`config.mk`:
```
export PLATFORM = sky130hd
export DESIGN_NAME = sram_axi_bridge
export DESIGN_NICKNAME = d
export VERILOG_FILES = /design/src/rtl/sram_axi_bridge.sv
export SDC_FILE = /design/constraint.sdc
export NUM_CORES = 1
export LEC_CHECK = 0
export CAP_MARGIN = 0
export CORE_AREA = 2 2 151 153
export CTS_BUF_LIST = sky130_fd_sc_hd__clkbuf_8
export DETAILED_ROUTE_END_ITERATION = 10
export DIE_AREA = 0 0 153 155
export PLACE_DENSITY = 0.71
export SLEW_MARGIN = 20
export SYNTH_ARGS = -nofsm -noshare
export SYNTH_HDL_FRONTEND = slang
export SYNTH_SLANG_ARGS = --single-unit
```
`constraint.sdc`:
```
create_clock -name aclk -period 2.2 [get_ports aclk]
set_clock_uncertainty 0.05 [all_clocks]
set_input_delay 0.33 -clock aclk [delete_from_list [all_inputs] [get_ports aclk]]
set_output_delay 0.33 -clock aclk [all_outputs]
set_load 0.03 [all_outputs]
```
`src/rtl/sram_axi_bridge.sv`:
```
// SRAM-style instruction/data request ports bridged onto a single AXI master.
// One outstanding read (inst or data) and one outstanding write at a time.
module sram_axi_bridge (
  input  logic        aclk,
  input  logic        aresetn,
  // instruction port (read-only)
  input  logic        inst_req,
  input  logic [1:0]  inst_size,
  input  logic [31:0] inst_addr,
  output logic        inst_addr_ok,
  output logic        inst_data_ok,
  output logic [31:0] inst_rdata,
  // data port
  input  logic        data_req,
  input  logic        data_wr,
  input  logic [1:0]  data_size,
  input  logic [31:0] data_addr,
  input  logic [3:0]  data_wstrb,
  input  logic [31:0] data_wdata,
  output logic        data_addr_ok,
  output logic        data_data_ok,
  output logic [31:0] data_rdata,
  // AXI read address
  output logic [3:0]  arid,
  output logic [31:0] araddr,
  output logic [7:0]  arlen,
  output logic [2:0]  arsize,
  output logic [1:0]  arburst,
  output logic [1:0]  arlock,
  output logic [3:0]  arcache,
  output logic [2:0]  arprot,
  output logic        arvalid,
  input  logic        arready,
  // AXI read data
  input  logic [3:0]  rid,
  input  logic [31:0] rdata,
  input  logic [1:0]  rresp,
  input  logic        rlast,
  input  logic        rvalid,
  output logic        rready,
  // AXI write address
  output logic [3:0]  awid,
  output logic [31:0] awaddr,
  output logic [7:0]  awlen,
  output logic [2:0]  awsize,
  output logic [1:0]  awburst,
  output logic [1:0]  awlock,
  output logic [3:0]  awcache,
  output logic [2:0]  awprot,
  output logic        awvalid,
  input  logic        awready,
  // AXI write data
  output logic [3:0]  wid,
  output logic [31:0] wdata,
  output logic [3:0]  wstrb,
  output logic        wlast,
  output logic        wvalid,
  input  logic        wready,
  // AXI write response
  input  logic [3:0]  bid,
  input  logic [1:0]  bresp,
  input  logic        bvalid,
  output logic        bready
);

  typedef enum logic [1:0] {R_IDLE, R_ADDR, R_DATA} rstate_t;
  typedef enum logic [1:0] {W_IDLE, W_SEND, W_RESP} wstate_t;

  rstate_t     r_state, r_next;
  wstate_t     w_state, w_next;

  logic        rd_id;          // 0 = instruction, 1 = data
  logic [31:0] rd_addr;
  logic [1:0]  rd_size;
  logic [31:0] wr_addr;
  logic [31:0] wr_data;
  logic [1:0]  wr_size;
  logic [3:0]  wr_strb;
  logic        aw_done;
  logic        w_done;

  logic        data_rd_accept;
  logic        inst_rd_accept;
  logic        data_wr_accept;
  logic        read_done;
  logic        write_done;

  // Response ids/status carry no information this bridge acts on.
  logic        unused_resp;
  assign unused_resp = ^{rid, rresp, bid, bresp};

  // Request arbitration; gated by aresetn so no accept is seen while in reset.
  always_comb begin
    data_rd_accept = aresetn & data_req & ~data_wr
                     & (r_state == R_IDLE) & (w_state == W_IDLE);
    inst_rd_accept = aresetn & inst_req & (r_state == R_IDLE) & ~data_rd_accept;
    data_wr_accept = aresetn & data_req & data_wr & (w_state == W_IDLE)
                     & ((r_state == R_IDLE) | ~rd_id);
    inst_addr_ok   = inst_rd_accept;
    data_addr_ok   = data_rd_accept | data_wr_accept;
  end

  // State registers for both channels.
  always_ff @(posedge aclk or negedge aresetn) begin
    if (!aresetn) begin
      r_state <= R_IDLE;
      w_state <= W_IDLE;
    end else begin
      r_state <= r_next;
      w_state <= w_next;
    end
  end

  // Read FSM next-state and handshake outputs.
  always_comb begin
    r_next    = r_state;
    arvalid   = 1'b0;
    rready    = 1'b0;
    read_done = 1'b0;
    case (r_state)
      R_IDLE: if (data_rd_accept || inst_rd_accept) r_next = R_ADDR;
      R_ADDR: begin
        arvalid = 1'b1;
        if (arready) r_next = R_DATA;
      end
      R_DATA: begin
        rready = 1'b1;
        if (rvalid && rlast) begin
          read_done = 1'b1;
          r_next    = R_IDLE;
        end
      end
      default: r_next = R_IDLE;
    endcase
  end

  // Write FSM next-state and handshake outputs; AW and W retire independently.
  always_comb begin
    w_next     = w_state;
    awvalid    = 1'b0;
    wvalid     = 1'b0;
    bready     = 1'b0;
    write_done = 1'b0;
    case (w_state)
      W_IDLE: if (data_wr_accept) w_next = W_SEND;
      W_SEND: begin
        awvalid = ~aw_done;
        wvalid  = ~w_done;
        if ((aw_done || awready) && (w_done || wready)) w_next = W_RESP;
      end
      W_RESP: begin
        bready = 1'b1;
        if (bvalid) begin
          write_done = 1'b1;
          w_next     = W_IDLE;
        end
      end
      default: w_next = W_IDLE;
    endcase
  end

  // Request latches and per-channel write completion flags.
  always_ff @(posedge aclk or negedge aresetn) begin
    if (!aresetn) begin
      rd_id   <= 1'b0;
      rd_addr <= '0;
      rd_size <= '0;
      wr_addr <= '0;
      wr_data <= '0;
      wr_size <= '0;
      wr_strb <= '0;
      aw_done <= 1'b0;
      w_done  <= 1'b0;
    end else begin
      if (data_rd_accept || inst_rd_accept) begin
        rd_id   <= data_rd_accept;
        rd_addr <= data_rd_accept ? data_addr : inst_addr;
        rd_size <= data_rd_accept ? data_size : inst_size;
      end
      if (data_wr_accept) begin
        wr_addr <= data_addr;
        wr_data <= data_wdata;
        wr_size <= data_size;
        wr_strb <= data_wstrb;
      end
      // Flags only live while still in W_SEND; they self-clear on exit.
      aw_done <= (w_next == W_SEND) & (aw_done | (awvalid & awready));
      w_done  <= (w_next == W_SEND) & (w_done  | (wvalid  & wready));
    end
  end

  // Fixed single-beat AXI attributes and response steering.
  always_comb begin
    arid    = {3'b000, rd_id};
    araddr  = rd_addr;
    arlen   = '0;
    arsize  = {1'b0, rd_size};
    arburst = 2'b01;
    arlock  = '0;
    arcache = '0;
    arprot  = '0;
    awid    = 4'd1;
    awaddr  = wr_addr;
    awlen   = '0;
    awsize  = {1'b0, wr_size};
    awburst = 2'b01;
    awlock  = '0;
    awcache = '0;
    awprot  = '0;
    wid     = 4'd1;
    wdata   = wr_data;
    wstrb   = wr_strb;
    wlast   = 1'b1;
    inst_data_ok = read_done & ~rd_id;
    data_data_ok = (read_done & rd_id) | write_done;
    inst_rdata   = (read_done & ~rd_id) ? rdata : '0;
    data_rdata   = (read_done &  rd_id) ? rdata : '0;
  end

endmodule

```
======== Yosys cells after proc, flatten, opt, wreduce, memory -nomap -nowiden ========
Cells that the tools add are included.
cells by class
  reductions and logical operators ........ 8
  mux-type cells .......................... 21
  bitwise logic cells ..................... 26
  eq/ne operators ......................... 8
operators by type and width
  cell                count
  $mux 32             3
  $and 1x1->1         16
  $mux 2              7
  $pmux 2 s3          2
  $mux 1              9
  $eq 2x1->1 const B  3
  $not 1->1           5
  $or 1x1->1          5
  $eq 2x2->1 const B  2
  $logic_not 2->1     2
  $ne 2x2->1 const B  2
  $logic_or 1x1->1    3
  $reduce_and 3->1    1
  $logic_and 1x1->1   2
  $ne 2x1->1 const B  1
word-level totals
  word-level logic and storage cells ...... 74
  bits of input ports ..................... 159
  register bits ........................... 111
  output and inout bits ................... 230

======== Longest topological paths before layout ========
  depth after elaboration ................. 9
  depth in mapped cells ................... 5
  depth with buffers taken out ............ 3

======== Least setup slack after synthesis ========
No wires, ideal clock.
  path kind ............................... register to output
  start ................................... register r_state[0]
  end ..................................... output inst_rdata[22]
  arrival time ............................ 1.815 ns
  path slack .............................. 0.005 ns
  stages on the path, launching flop included .. 5
  required time ........................... 1.820 ns
  path buffers ............................ 1
  cell sequence ........................... dfrtp_1 -> and2b_1 -> nor3b_1 -> buf_2 -> and2_1
between the ends
  longest elaborated chain between the ends .. 4
RTL lines
  element                 RTL line  source
  from (decl)             69        rstate_t r_state, r_next;
  from (signal assigned)  109       r_state <= r_next;
  $eq 2x2->1              120       case (r_state)
  $mux 1                  120
  $and 1x1->1             -
  via inst_data_ok        11        output logic inst_data_ok,
  $mux 32                 216       inst_rdata = (read_done & ~rd_id) ? rdata : '0;
  to (decl)               12        output logic [31:0] inst_rdata,
The timed path passes the listed nets, and every way through them passes these cells.

======== Worst setup path after layout ========
  start ................................... register r_state[0]
  end ..................................... output data_rdata[10]
between the ends
  longest elaborated chain between the ends .. 4
RTL lines
  element      RTL line  source
  $eq 2x2->1   120
  $mux 1       120
  $and 1x1->1  217       data_rdata = (read_done & rd_id) ? rdata : '0;
  $mux 32      217
  to (decl)    22        output logic [31:0] data_rdata,
No other way between the ends.

==> impl_metrics.py <==
metrics = {
    "sta": {
        "final_max_slew_viol_count": 0,
        "hold_viol": 0,
        "setup_viol_count_final": 7,
        "fmax_mhz": 453,
        "fin_crit_sh_pct": 100,
        "rsz0062_at_grt": "true",
        "fin_hold_ws_ns": 0.458,
        "fin_ws_ns": -0.00813,
        "period_minus_slack_ns": 2.21,
    },
    "worst_hold_path": {
        "hold_end": "r_state[1]",
        "hold_path.class": "in -> reg",
        "hold_path_depth": 4,
        "hold_path_startpoint": "rlast",
    },
    "critical_path": {
        "worstPathRequired_ns": 1.82,
        "critPathMostFrequentCell": "buf_6",
        "reg2regPathDepth": 6,
        "crit_path_top_delay_cell": "dfrtp_2",
        "r2r-end": "araddr[29]",
        "worst-path-buf-inv": 4,
        "path_cells": "buf_4, nor4b_4, buf_6, buf_12, and2_1, buf_6",
        "crit_family": "buffers and inverters",
        "r2r_setup_slack_ns": 0.08,
        "cp_max_fo": 16,
        "crit_arrival_ns": 1.83,
        "r2r-start": "r_state[0]",
        "slowest_delay_ns": 0.44,
        "start_kind": "flip-flop",
        "criticalPathCategory": "reg -> out",
        "cp-end-kind": "output port",
    },
    "grt": {
        "antenna_found_initial": 0,
        "track_usage_pct": 14.1,
        "grt_first_pass_wirelength_mm": 25.8,
        "grt_pass1_vias": 4453,
        "grt_overflow": 0,
        "grt_max_degree": 37,
    },
    "cts": {
        "root_buffer": "clkbuf_8",
        "numCtsBuffers": 9,
        "cts.htree.levels": 3,
        "cts_tree": "done",
        "cts_sinks": 111,
        "clk_pin_slew_worst_paths_ns": 0.12,
        "clk_latency_ns": 0.38,
        "cts_buffer_depth": 2,
    },
    "yosys": {
        "avgSynthCellArea_um2": 13.0,
        "ys.flop_type": "dfrtp_1",
        "postSynthCellCount": 423,
        "ys_warn_count": 0,
        "async_flop_share_pct": 100,
        "syn_area_mm2": 0.00548,
        "synth_edf_count": 0,
        "ys_seq_area_share_pct": 50.7,
        "ys_seq_elements": 111,
        "yosysUniqueCellTypes": 27,
    },
    "layout": {
        "area_growth_syn_to_layout_pct": 77.2,
        "fill_cells": 2044,
        "fin_nets": 929,
        "seq_area_mm2": 0.00278,
        "drive_gt1_share_pct": 40.4,
        "multi_input_area_mm2": 0.00252,
    },
    "placed_design": {
        "io_buffers": 324,
        "place_ws_ns": -0.104,
        "dp_hpwl_mm": 12.9,
        "place.gp.congestion": 0.741,
    },
    "drt": {
        "drt_iter0_drc": 149,
        "wirelength_mm": 17.9,
        "via_per_inst": 4.16,
        "drc_errors": 0,
        "final_antenna_net_count": 0,
        "dr.pass1.iters": 4,
        "wl_per_cell_um": 16.9,
        "num_vias": 4417,
    },
    "pwr": {
        "power.leakage_uw": 0.00429,
        "p_clk_share_pct": 10.6,
        "ir_drop_v": 0.000667,
        "switching_share_pct": 42.1,
        "p_switching_uw": 5010,
        "p_int_uw": 6890,
        "cellPowerDensity_mw_per_mm2": 1230,
        "pwr-share-seq_pct": 30.0,
        "pwr-share-comb_pct": 59.4,
    },
    "die": {
        "fp.dieH_um": 155,
        "start_util_pct": 24.7,
        "die-area_mm2": 0.0237,
        "core.rowCount": 55,
        "die_w_um": 153,
        "io_pins": 389,
        "core_area_mm2": 0.0222,
    },
    "outcome": {
        "status": "finished with violations",
        "violations": "setup timing",
    },
    "job": {
        "drv_cap": 0,
    },
}
==> cell type report <==
class	count	share of cell area [%]
clock buffer	9	1.27
clock inverter	7	0.785
antenna	1	0.0258
tap	285	3.67
sequential	111	28.6
multi-input combinational	285	25.9
inverter	3	0.116
timing repair buffer	360	39.6
==> stage by stage <==
| step | setup TNS [ns] | cells | cell area [um2] | power, uW | util [%] |
|---|---|---|---|---|---|
| after floorplan | 0 | 473 | 5670 | 7520 | - |
| after detailed placement | -2.52 | 1025 | 8870 | 10500 | 39.9 |
| final | -0.0275 | 1061 | 9720 | 11900 | 43.7 |
| after CTS | -1.42 | 1055 | 9440 | 12000 | 42.5 |
| after global placement | -1.65 | 1025 | 8870 | 10400 | 39.9 |
| after global routing | -4.36 | 1060 | 9710 | 12500 | 43.7 |
==> cells in the mapped netlist, types with 2 or more instances <==
cell type  instances  area, um2
dfrtp_1          111       2780
nor2_1             3       11.3
clkbuf_1           5       18.8
inv_1              3       11.3
buf_4             59        443
nand2_1            4       15.0
buf_6              4       45.0
mux2_2           137       1540
nor2b_1            4       25.0
buf_2              6       30.0
and2_1            65        407
a21oi_1            6       30.0
conb_1             2       7.51
==> cell families after synthesis <==
group	after synthesis	share of synthesized area (%)
compound gates	12	1.44
buf+inv	77	9.99
flops	111	50.7
mux	138	28.3
other cells	2	0.137
simple gates	83	9.45
==> state kept, by name, indices dropped and copies added (netlist names) <==
register and cells:
araddr 32, rd_id 1, w_state 2, w_done 1
r_state 2, wstrb 4, rd_size 2, aw_done 1
awaddr 32, wdata 32, wr_size 2
==> cells in the final DEF (no fill, tap or decap), types with 2 or more instances in the layout <==
master / count
dlymetal6s2s_1: 4
inv_1: 2
dfrtp_2: 2
a21oi_1: 6
nor2b_1: 4
nand2_1: 3
inv_8: 2
clkinv_8: 2
nor2_1: 3
clkdlybuf4s50_1: 249
clkbuf_8: 9
mux2_2: 137
conb_1: 52
buf_6: 63
dlygate4sd2_1: 2
and2_1: 18
and2_4: 47
buf_16: 2
buf_4: 22
clkbuf_16: 3
dfrtp_1: 109
buf_12: 13
==> power by group through the flow <==
stage | Combinational (uW) | Clock [uW] | Sequential [uW]
after floorplan | 1990 | 0 | 5530
after global placement | 6840 | 0 | 3590
after detailed placement | 6870 | 0 | 3640
after CTS | 7060 | 1340 | 3590
after global routing | 7410 | 1410 | 3710
final | 7070 | 1260 | 3570
==> layer usage <==
metal | global-route usage (%) | up-vias | part of all wire [%]
li1 | - | 2033 | -
met1 | 15.6 | 2149 | 38
met2 | 25.9 | 224 | 53
met3 | 5.15 | 11 | 8.1
met4 | 3.40 | 0 | 0.89
met5 | 0 | - | 0
==> how the worst max path moves through the flow <==
stage                           from  slack (ns)             end  depth (start not counted)
after detailed placement       rlast       -0.10  data_rdata[26]                          6
final                     r_state[0]      -0.008  data_rdata[10]                          6
after floorplan           r_state[0]       0.005  inst_rdata[22]                          4
after CTS                 r_state[0]       -0.06   inst_rdata[3]                          6
after global placement         rlast       -0.09  data_rdata[26]                          6
after global routing      r_state[0]        -0.1  inst_rdata[29]                          6
==> worst reg2reg max path, delay by kind of cell (launching register included) <==
family | cells | cell delay (ns)
and+or+nand+nor | 1 | 0.37
DFF | 1 | 0.44
buffers and inverters | 3 | 0.51
muxes | 2 | 0.64
==> timing repair <==
item / in CTS / in global routing
gates resized for setup: 72 / 59
cloned: 4 / 3
hold buffers: 1 / 0
pin swaps: 14 / 10
setup endpoints to repair: 69 / 70
endpoints found under the hold margin: 70 / 0
setup buffers: 9 / 3
Power figures use the tool's default switching activity.
